[src/rtl/if_id_fetch_stage_if.sv]
// Instruction-memory request/response bus used by the fetch stage.
//   imem_req   : fetch request, driven by the fetch stage
//   imem_addr  : fetch address, held stable while a request is pending
//   imem_ack   : one-cycle completion pulse from memory (may come in the request cycle)
//   imem_rdata : instruction word, valid in the ack cycle
// Modports: master = fetch stage, slave = instruction memory.
interface if_id_fetch_stage_if;
  logic        imem_req;
  logic [15:0] imem_addr;
  logic        imem_ack;
  logic [15:0] imem_rdata;

  modport master (output imem_req, imem_addr, input imem_ack, imem_rdata);
  modport slave  (input imem_req, imem_addr, output imem_ack, imem_rdata);
endinterface

[src/rtl/if_id_fetch_stage.sv]
// Instruction-fetch stage and IF/ID pipeline register for the 16-bit core.
// Owns the PC, fetches over a variable-latency req/ack bus, and presents
// fetched words to decode. A one-entry skid buffer catches a fetch that
// returns while decode is stalled. A redirect flushes IF/ID and retargets the
// PC; if a fetch is still in flight, its response is drained and discarded.
// Ports:
//   clk, rst        : clock, asynchronous active-high reset
//   stall           : hold IF/ID, nothing new enters decode
//   redirect        : taken branch/jump, flush IF/ID and load redirect_pc
//   redirect_pc     : branch/jump target
//   imem            : instruction-memory bus (master side)
//   id_valid        : IF/ID holds a live instruction
//   id_instr        : instruction to decode (zero when flushed/reset)
//   id_pc           : PC of id_instr
//   id_pc_plus1     : id_pc + PC_INC, feeds the branch-target adder
module if_id_fetch_stage #(
  parameter logic [15:0] RESET_PC = 16'h0000,
  parameter logic [15:0] PC_INC   = 16'h0001
) (
  input  logic                       clk,
  input  logic                       rst,
  input  logic                       stall,
  input  logic                       redirect,
  input  logic [15:0]                redirect_pc,
  if_id_fetch_stage_if.master        imem,
  output logic                       id_valid,
  output logic [15:0]                id_instr,
  output logic [15:0]                id_pc,
  output logic [15:0]                id_pc_plus1
);

  // FETCH: request pc. HOLD: skid full, waiting for decode, no request.
  // DROP: a pre-redirect request is still in flight; wait for and discard it.
  typedef enum logic [1:0] {FETCH, HOLD, DROP} state_t;

  typedef struct packed {
    logic        valid;
    logic [15:0] instr;
    logic [15:0] pc;
  } skid_t;

  state_t      state_q, state_d;
  logic [15:0] pc_q, pc_d;
  logic [15:0] req_addr_q, req_addr_d;
  skid_t       skid_q, skid_d;
  logic        id_valid_d;
  logic [15:0] id_instr_d, id_pc_d, id_pc_plus1_d;

  // Bus outputs decoded from state; req_addr only moves when no request is
  // pending, so the address is stable until the ack.
  assign imem.imem_req  = !rst && (state_q != HOLD);
  assign imem.imem_addr = req_addr_q;

  // NOTE: every variable gets its hold value first, so no path leaves one
  // unassigned and no latch is inferred.
  always_comb begin
    state_d       = state_q;
    pc_d          = pc_q;
    skid_d        = skid_q;
    id_valid_d    = id_valid;
    id_instr_d    = id_instr;
    id_pc_d       = id_pc;
    id_pc_plus1_d = id_pc_plus1;

    if (redirect) begin
      // Redirect beats stall and ack. An unacked request must still complete,
      // so FETCH/DROP without ack park in DROP; HOLD has nothing in flight.
      pc_d       = redirect_pc;
      id_valid_d = 1'b0;
      id_instr_d = 16'h0000;
      skid_d     = '0;
      state_d    = (state_q != HOLD && !imem.imem_ack) ? DROP : FETCH;
    end else begin
      case (state_q)
        FETCH: begin
          if (imem.imem_ack) begin
            pc_d = pc_q + PC_INC;
            if (stall) begin
              skid_d  = '{valid: 1'b1, instr: imem.imem_rdata, pc: pc_q};
              state_d = HOLD;
            end else begin
              id_valid_d    = 1'b1;
              id_instr_d    = imem.imem_rdata;
              id_pc_d       = pc_q;
              id_pc_plus1_d = pc_q + PC_INC;
            end
          end else if (!stall) begin
            // Bubble: data fields hold, only valid drops.
            id_valid_d = 1'b0;
          end
        end
        HOLD: begin
          if (!stall) begin
            id_valid_d    = skid_q.valid;
            id_instr_d    = skid_q.instr;
            id_pc_d       = skid_q.pc;
            id_pc_plus1_d = skid_q.pc + PC_INC;
            skid_d        = '0;
            state_d       = FETCH;
          end
        end
        DROP: begin
          if (imem.imem_ack) state_d = FETCH;
        end
        default: state_d = FETCH;
      endcase
    end

    // Entering or staying in FETCH always requests pc; in DROP the old
    // address must stay on the bus until its ack.
    req_addr_d = (state_d == DROP) ? req_addr_q : pc_d;
  end

  // NOTE: sequential state uses non-blocking assignments so every register
  // samples the pre-edge values regardless of statement order.
  always_ff @(posedge clk or posedge rst) begin
    if (rst) begin
      state_q     <= FETCH;
      pc_q        <= RESET_PC;
      req_addr_q  <= RESET_PC;
      skid_q      <= '0;
      id_valid    <= 1'b0;
      id_instr    <= 16'h0000;
      id_pc       <= 16'h0000;
      id_pc_plus1 <= 16'h0000;
    end else begin
      state_q     <= state_d;
      pc_q        <= pc_d;
      req_addr_q  <= req_addr_d;
      skid_q      <= skid_d;
      id_valid    <= id_valid_d;
      id_instr    <= id_instr_d;
      id_pc       <= id_pc_d;
      id_pc_plus1 <= id_pc_plus1_d;
    end
  end

endmodule

[src/flat_wrapper.sv]
// flat-port wrapper written by rule: the top's interface ports become plain ports
module if_id_fetch_stage_flat 
#(
  parameter logic [15:0] RESET_PC = 16'h0000,
  parameter logic [15:0] PC_INC   = 16'h0001
)
  (clk, rst, stall, redirect, redirect_pc, id_valid, id_instr, id_pc, id_pc_plus1, imem_imem_req, imem_imem_addr, imem_imem_ack, imem_imem_rdata);
  if_id_fetch_stage_if imem_i ();
  input  logic clk;
  input  logic rst;
  input  logic stall;
  input  logic redirect;
  input  logic [15:0] redirect_pc;
  output logic id_valid;
  output logic [15:0] id_instr;
  output logic [15:0] id_pc;
  output logic [15:0] id_pc_plus1;
  output wire logic [$bits(imem_i.imem_req)-1:0] imem_imem_req;
  output wire logic [$bits(imem_i.imem_addr)-1:0] imem_imem_addr;
  input wire logic [$bits(imem_i.imem_ack)-1:0] imem_imem_ack;
  input wire logic [$bits(imem_i.imem_rdata)-1:0] imem_imem_rdata;
  assign imem_imem_req = imem_i.imem_req;
  assign imem_imem_addr = imem_i.imem_addr;
  assign imem_i.imem_ack = imem_imem_ack;
  assign imem_i.imem_rdata = imem_imem_rdata;
  if_id_fetch_stage #(.RESET_PC(RESET_PC), .PC_INC(PC_INC)) u_core (.clk(clk), .rst(rst), .stall(stall), .redirect(redirect), .redirect_pc(redirect_pc), .imem(imem_i), .id_valid(id_valid), .id_instr(id_instr), .id_pc(id_pc), .id_pc_plus1(id_pc_plus1));
endmodule
[config.mk]
export PLATFORM = sky130hd
export DESIGN_NAME = if_id_fetch_stage_flat
export DESIGN_NICKNAME = d
export VERILOG_FILES = /design/src/rtl/if_id_fetch_stage_if.sv /design/src/rtl/if_id_fetch_stage.sv /design/src/flat_wrapper.sv
export SDC_FILE = /design/constraint.sdc
export NUM_CORES = 1
export LEC_CHECK = 0
export BUFFER_PORTS_ARGS = -buffer_cell sky130_fd_sc_hd__buf_2
export CORE_ASPECT_RATIO = 1.2
export CORE_MARGIN = 2
export CORE_UTILIZATION = 50
export DETAILED_ROUTE_END_ITERATION = 12
export PLACE_DENSITY = 0.84
export SETUP_SLACK_MARGIN = 0.3
export SYNTH_ARGS = -nofsm -noshare
export SYNTH_HDL_FRONTEND = slang
export SYNTH_SLANG_ARGS = --single-unit
export TNS_END_PERCENT = 1
[constraint.sdc]
create_clock -name clk -period 3.1 [get_ports clk]
set_input_delay 0.31 -clock clk [delete_from_list [all_inputs] [get_ports clk]]
set_output_delay 0.31 -clock clk [all_outputs]
set_load 0.02 [all_outputs]
==> results.txt, run 1 <==
crit path from = u_core.state_q[1]
Max Buffers Root-to-Sink = 2
via count of the first global-routing pass = 4,881
remaining antenna violation count after routing = 0
Yosys warnings = 0
P_sw = 1470 µW
Main synth FF type = dfrtp_1
drt first pass iters = 5
ant diodes = 0
sequential share of power = 39.3%
CTS tree = done
TritonCTS buffer count = 17
slew margin rel. = 39.5%
skew final = 0.00722 ns
core footprint = 11,100 µm²
Internal = 3440 µW
gp weighted congestion = 0.874
r2r startpoint = u_core.state_q[1]
Worst Hold Class = in -> async
DIE AREA = 12,300 µm²
hold_buf cts = 0
synth-to-layout area growth = 22.5%
DRC violations left = 0
via count = 5,106
final setup vio count = 0
Root Buffer = clkbuf_16
Post-CTS Repair Setup Buffers = 0
Async S/R FF share, synth = 100%
Comb pwr share = 19.3%
area occupied by multi-input gates = 2490 µm²
CP Cell Sequence = or3b_1 -> or3_1 -> o311a_1 -> a221o_1 -> mux2_4
worst vdd rail ir drop = 0.474 mV
min Tclk post-route = 2.69 ns
Initial Util = 51.4%
status = complete, no violations
average size of a mapped cell = 9.13 µm²
WP buf/inv = 0
Post-synth EDFFs = 0
Tot Pwr = 4920 µW
Commonest cells post-synth = 116 x dfrtp_1, 87 x nand2_1, 55 x nor2_1
Yosys top cell area share = 51.0%
area leader, netlist = dfrtp_1
register area = 2900 µm²
power share of the clock group = 41.4%
Synth area leaders = dfrtp_1 51%, nand2_1 5.7%, o21ai_0 4.2%
max cap viols = 0
unrepaired setup endpoints after global routing = no
IO Port Bufs = 102
CP required = 3.40 ns
r2r setup slk = 0.41 ns
Slew Limit Fails = 0
worst reg2reg endpoint = u_core.imem.imem_addr[12]
Cell Rows = 42
crit path DAT = 2.99 ns
die width = 101 µm
LEAKAGE = 0.00310 µW
chip height = 121 µm
Max Freq = 371 MHz
pwr dens = 705 nW/µm²
Clock transition at path regs = 0.05 ns
sequential area share after synthesis = 51.0%
first-pass GRT wire length = 24,600 µm
pin slew with the least headroom to its limit = 0.906 ns
WL per Instance = 17.3 µm
Post-Route WL = 15,100 µm
CP top delay family = simple AND/OR/NAND/NOR gates
Synth Register Bits = 116
Post-Syn Area = 5700 µm²
Clk Latency, worst-skew pair = 0.42 ns
Filler cells = 910
proportion of layout cells with a drive suffix above 1 = 23.0%
gr ovfl total = 0
number of distinct library cells after synthesis = 43
syn_nets = 663
DRT iter0 DRCs = 618
Crit-path slowest cell = dfrtp_1
TritonCTS sink count = 116
period utilisation layout = 86.9%
cells after synthesis = 624
Hold Vio Cnt, Final = 0
Total Routing Usage GR = 25.8%
top-count cell post-synth = dfrtp_1
slowest stage delay, CP = 0.58 ns
Final #Nets = 750
CP startpoint kind = flip-flop
largest net degree at the start of global routing = 53
Worst Setup Path Type = reg -> reg
setup tns final = 0 ns
post-DP HPWL = 9890 µm
H-tree depth = 4
post_cts resized = 0
post-DR vias/cell = 5.82
antenna violations before repair = 0
Sw Share = 30.0%
# IOs = 103
CP Depth = 5
worst setup path end = u_core.imem.imem_addr[12]
Worst R2R Path Depth = 5
Max Fanout on Critical Path = 12
CP Capture Type = flip-flop
==> layer usage <==
layer | share of wire (%) | up-vias | GRT usage (%)
met5 | 0 | - | 0
met4 | 3.4 | 0 | 11.4
met3 | 7.7 | 55 | 6.28
met2 | 47 | 279 | 39.1
met1 | 42 | 2447 | 35.3
li1 | - | 2325 | -
==> state kept, by name, indices dropped and copies added, names as in the netlist <==
name,flops
u_core.state_q,2
u_core.pc_q,16
u_core.id_instr,16
u_core.imem.imem_addr,16
u_core.id_valid,1
u_core.skid_q,33
u_core.id_pc_plus1,16
u_core.id_pc,16
==> final cells by class <==
class                   count  share of cell area, %
multi-input cells         423                   35.7
inverters                  36                   1.99
clock inverters             9                   1.79
flip-flops and latches    116                   41.6
well taps                 154                   2.76
clock buffers              22                   7.08
repair buffers            117                   9.11
==> worst reg2reg max path, stage by stage, from the launching register on <==
cell     delay, ns
dfrtp_1       0.58
or3b_1        0.58
or3_1         0.51
o311a_1       0.38
a221o_1       0.27
mux2_4        0.26
==> worst min-delay path by stage <==
stage                              from                        to  slack [ns]
2_1_floorplan           redirect_pc[10]           u_core.pc_q[10]        0.45
3_3_place_gp      u_core.id_pc_plus1[0]     u_core.id_pc_plus1[0]        0.45
3_5_place_dp   u_core.imem.imem_addr[0]  u_core.imem.imem_addr[0]        0.46
4_1_cts                  redirect_pc[8]            u_core.pc_q[8]        0.11
5_1_grt                 redirect_pc[10]           u_core.pc_q[10]        0.14
6_report                            rst     u_core.id_pc_plus1[5]        0.09
==> through the flow <==
stage	hold WS (ns)	area [µm²]	std cells	worst slack [ns]	utilization, %
final	0.0915	6980	877	0.406	62.9
after global routing	0.138	6980	877	0.329	62.9
after CTS	0.111	6980	877	0.450	62.9
after detailed placement	0.460	6360	846	0.486	57.3
after global placement	0.454	6360	846	0.560	57.3
after floorplan	0.445	5700	624	0.646	-
==> kinds of logic (layout without fill, tap and decap cells) <==
family / count (synthesis) / in the layout / synth area share [%]
adders and majority gates: 2 / 2 / 0.439
muxes: 32 / 32 / 5.93
AOI/OAI and AO/OA: 117 / 117 / 12.5
buffers and inverters: 85 / 184 / 5.89
DFF: 116 / 116 / 51.0
xor gates and xnor gates: 37 / 37 / 5.69
and+or+nand+nor: 235 / 235 / 18.5
==> cells in the final DEF (no fill, tap or decap), drive strengths merged, types with 4 or more instances in the layout <==
cell and count:
inv 34, dfrtp 116, nor2 55, nand3 44
mux2 11, o211ai 4, buf 117, a31oi 19
mux2i 21, o31ai 20, nor3 17, o21ai 48
xnor2 24, nand2 87, nor4 11, clkinv 5
xor2 13, clkbuf 22, nand4 7, a21oi 13
==> power by group through the flow <==
stage	logic [µW]	registers (µW)	clock network [µW]
after floorplan	448	2090	0
after global placement	912	1930	0
after detailed placement	937	1950	0
after CTS	951	1930	2050
after global routing	1040	1960	2120
final	948	1930	2040
Power figures use the tool's default switching activity.
==> run 2, diff against run 1 <==
CTS_BUF_LIST = sky130_fd_sc_hd__clkbuf_16   (was not set)
==> run 2 against run 1 <==
Effect of this change:
- register-to-register slack better by 0.06 ns
- worst setup slack better by 0.059 ns
- first-iteration DRC count is 12% lower
- highest routed layer unchanged
- non-clock buffer count stayed put
- largest power group is now registers
==> results.txt, run 2 (synthesized netlist as in run 1, its figures left out) <==
Cell Rows = 42 (unchanged)
CP Cell Sequence = or3b_1 -> or3_1 -> o311a_1 -> a221o_1 -> mux2_4
area occupied by multi-input gates = 2490 µm² (unchanged)
H-tree depth = 4 (unchanged)
DRC violations left = 0 (unchanged)
post-DR vias/cell = 5.74 (-1.5%)
WP buf/inv = 0 (unchanged)
Post-CTS Repair Setup Buffers = 0 (unchanged)
worst vdd rail ir drop = 0.329 mV (-31%)
CTS tree = done
final setup vio count = 0 (unchanged)
Post-Route WL = 15,000 µm (-0.88%)
Worst R2R Path Depth = 5 (unchanged)
synth-to-layout area growth = 21.6%
Max Fanout on Critical Path = 12 (unchanged)
Max Freq = 380 MHz (+2.2%)
slew margin rel. = 39.4% (-0.15 points)
CP required = 3.40 ns (about the same)
Hold Vio Cnt, Final = 0 (unchanged)
die width = 101 µm (unchanged)
IO Port Bufs = 102 (unchanged)
first-pass GRT wire length = 24,200 µm (-1.4%)
CP top delay family = simple AND/OR/NAND/NOR gates
pwr dens = 691 nW/µm² (-1.9%)
GR Util met1 = 34.5% (-0.82 points)
pin slew with the least headroom to its limit = 0.908 ns (+0.00224 ns)
proportion of layout cells with a drive suffix above 1 = 22.3% (-0.69 points)
core footprint = 11,100 µm² (unchanged)
Root Buffer = clkbuf_16
post_cts resized = 0 (unchanged)
remaining antenna violation count after routing = 0 (unchanged)
met3 Usage GRT = 6.16% (-0.12 points)
register area = 2900 µm² (unchanged)
chip height = 121 µm (unchanged)
Initial Util = 51.4% (unchanged)
max reg flops = 33 (unchanged)
Total Routing Usage GR = 25.3% (-0.50 points)
period utilisation layout = 85.0% (-1.9 points)
min Tclk post-route = 2.63 ns (-0.0592 ns)
# IOs = 103 (unchanged)
most flop-heavy register = u_core.skid_q
antenna violations before repair = 0 (unchanged)
CP startpoint kind = flip-flop
TritonCTS buffer count = 17 (unchanged)
DIE AREA = 12,300 µm² (unchanged)
Max Buffers Root-to-Sink = 2 (unchanged)
fin cells = 877 (unchanged)
Final #Nets = 750 (unchanged)
Clk Latency, worst-skew pair = 0.41 ns (about the same)
largest net degree at the start of global routing = 53 (unchanged)
Slew Limit Fails = 0 (unchanged)
WL per Instance = 17.1 µm (-0.88%)
drt first pass iters = 6 (+1)
commonest non-fill, non-tap cell in the layout = dfrtp_1
Worst Setup Path Type = reg -> reg
LEAKAGE = 0.00307 µW (-0.91%)
CP Depth = 5 (unchanged)
GRT busiest layer = met2
Worst Hold Class = in -> async
gr ovfl total = 0 (unchanged)
gp weighted congestion = 0.874 (unchanged)
TritonCTS sink count = 116 (unchanged)
via count of the first global-routing pass = 4,879 (-0.041%)
status = complete, no violations
crit path DAT = 2.93 ns (-0.06 ns)
via count = 5,030 (-1.5%)
CP Capture Type = flip-flop
dpl cells = 846 (unchanged)
slowest stage delay, CP = 0.56 ns (-0.02 ns)
hold_buf cts = 0 (unchanged)
unrepaired setup endpoints after global routing = no
post-DP HPWL = 9890 µm (unchanged)
DRT iter0 DRCs = 544 (-12%)
max cap viols = 0 (unchanged)
Clock transition at path regs = 0.05 ns (about the same)
ant diodes = 0 (unchanged)
setup tns final = 0 ns (unchanged)
Filler cells = 928 (+2.0%)
most frequent cells in the layout = 116 x dfrtp_1, 102 x buf_2, 87 x nand2_1
Crit-path slowest cell = or3b_1
skew final = 0.00694 ns (-0.000286 ns)
GR Layer Usage met2 = 38.4% (-0.66 points)
## run 2: cell types whose count changed in the layout (fill, tap and decap cells not counted)
cell,delta
clkinv_1,+5
clkbuf_8,-5
## run 2: area by class of cell
cell class                      count  area share [%]
Inverter                           36            2.01
Multi-Input combinational cell    423            35.9
Clock inverter                     14            2.08
Clock buffer                       17            6.14
Tap cell                          154            2.78
Sequential cell                   116            41.9
Timing Repair Buffer              117            9.18
## run 2: where the power goes
group | internal [µW] | switching, µW
Clock | 1230 | 674
Sequential | 1740 | 187
Combinational | 340 | 607
Total | 3320 | 1470
## run 2: stage by stage
| stage | instance area, µm² | util [%] | setup WS, ns | total power [µW] | hold WS [ns] |
|---|---|---|---|---|---|
| after floorplan | 5700 | - | 0.646 | 2540 | 0.445 |
| after global placement | 6360 | 57.3 | 0.560 | 2850 | 0.454 |
| after detailed placement | 6360 | 57.3 | 0.486 | 2880 | 0.460 |
| after CTS | 6930 | 62.5 | 0.472 | 4790 | 0.112 |
| after global routing | 6930 | 62.5 | 0.356 | 4980 | 0.143 |
| final | 6930 | 62.5 | 0.465 | 4790 | 0.0956 |
## run 2: worst reg2reg max path, delay by kind of cell, from the launching register on
family / cells / cell delay (ns)
AND/OR/NAND/NOR: 2 / 1.06
AO/OA/AOI/OAI: 2 / 0.65
flip-flops: 1 / 0.55
multiplexers: 1 / 0.26
## run 2: worst paths after layout
kind	slack (ns)	start	end
setup / recovery	0.47	u_core.state_q[1]	u_core.imem.imem_addr[12]
hold / removal	0.1	rst	u_core.id_pc_plus1[5]
setup reg to reg	0.47	u_core.state_q[1]	u_core.imem.imem_addr[12]
hold reg to reg	0.47	u_core.id_pc_plus1[7]	u_core.id_pc_plus1[7]
max in group asynchronous	2.18	rst	u_core.id_instr[0]
min in group clk	0.12	redirect_pc[8]	u_core.pc_q[8]
## run 2: per-layer routing
layer	part of all wire, %	vias up
met4	2.6	0
met3	7.9	30
met2	48	284
li1	-	2323
met5	0	-
met1	42	2393
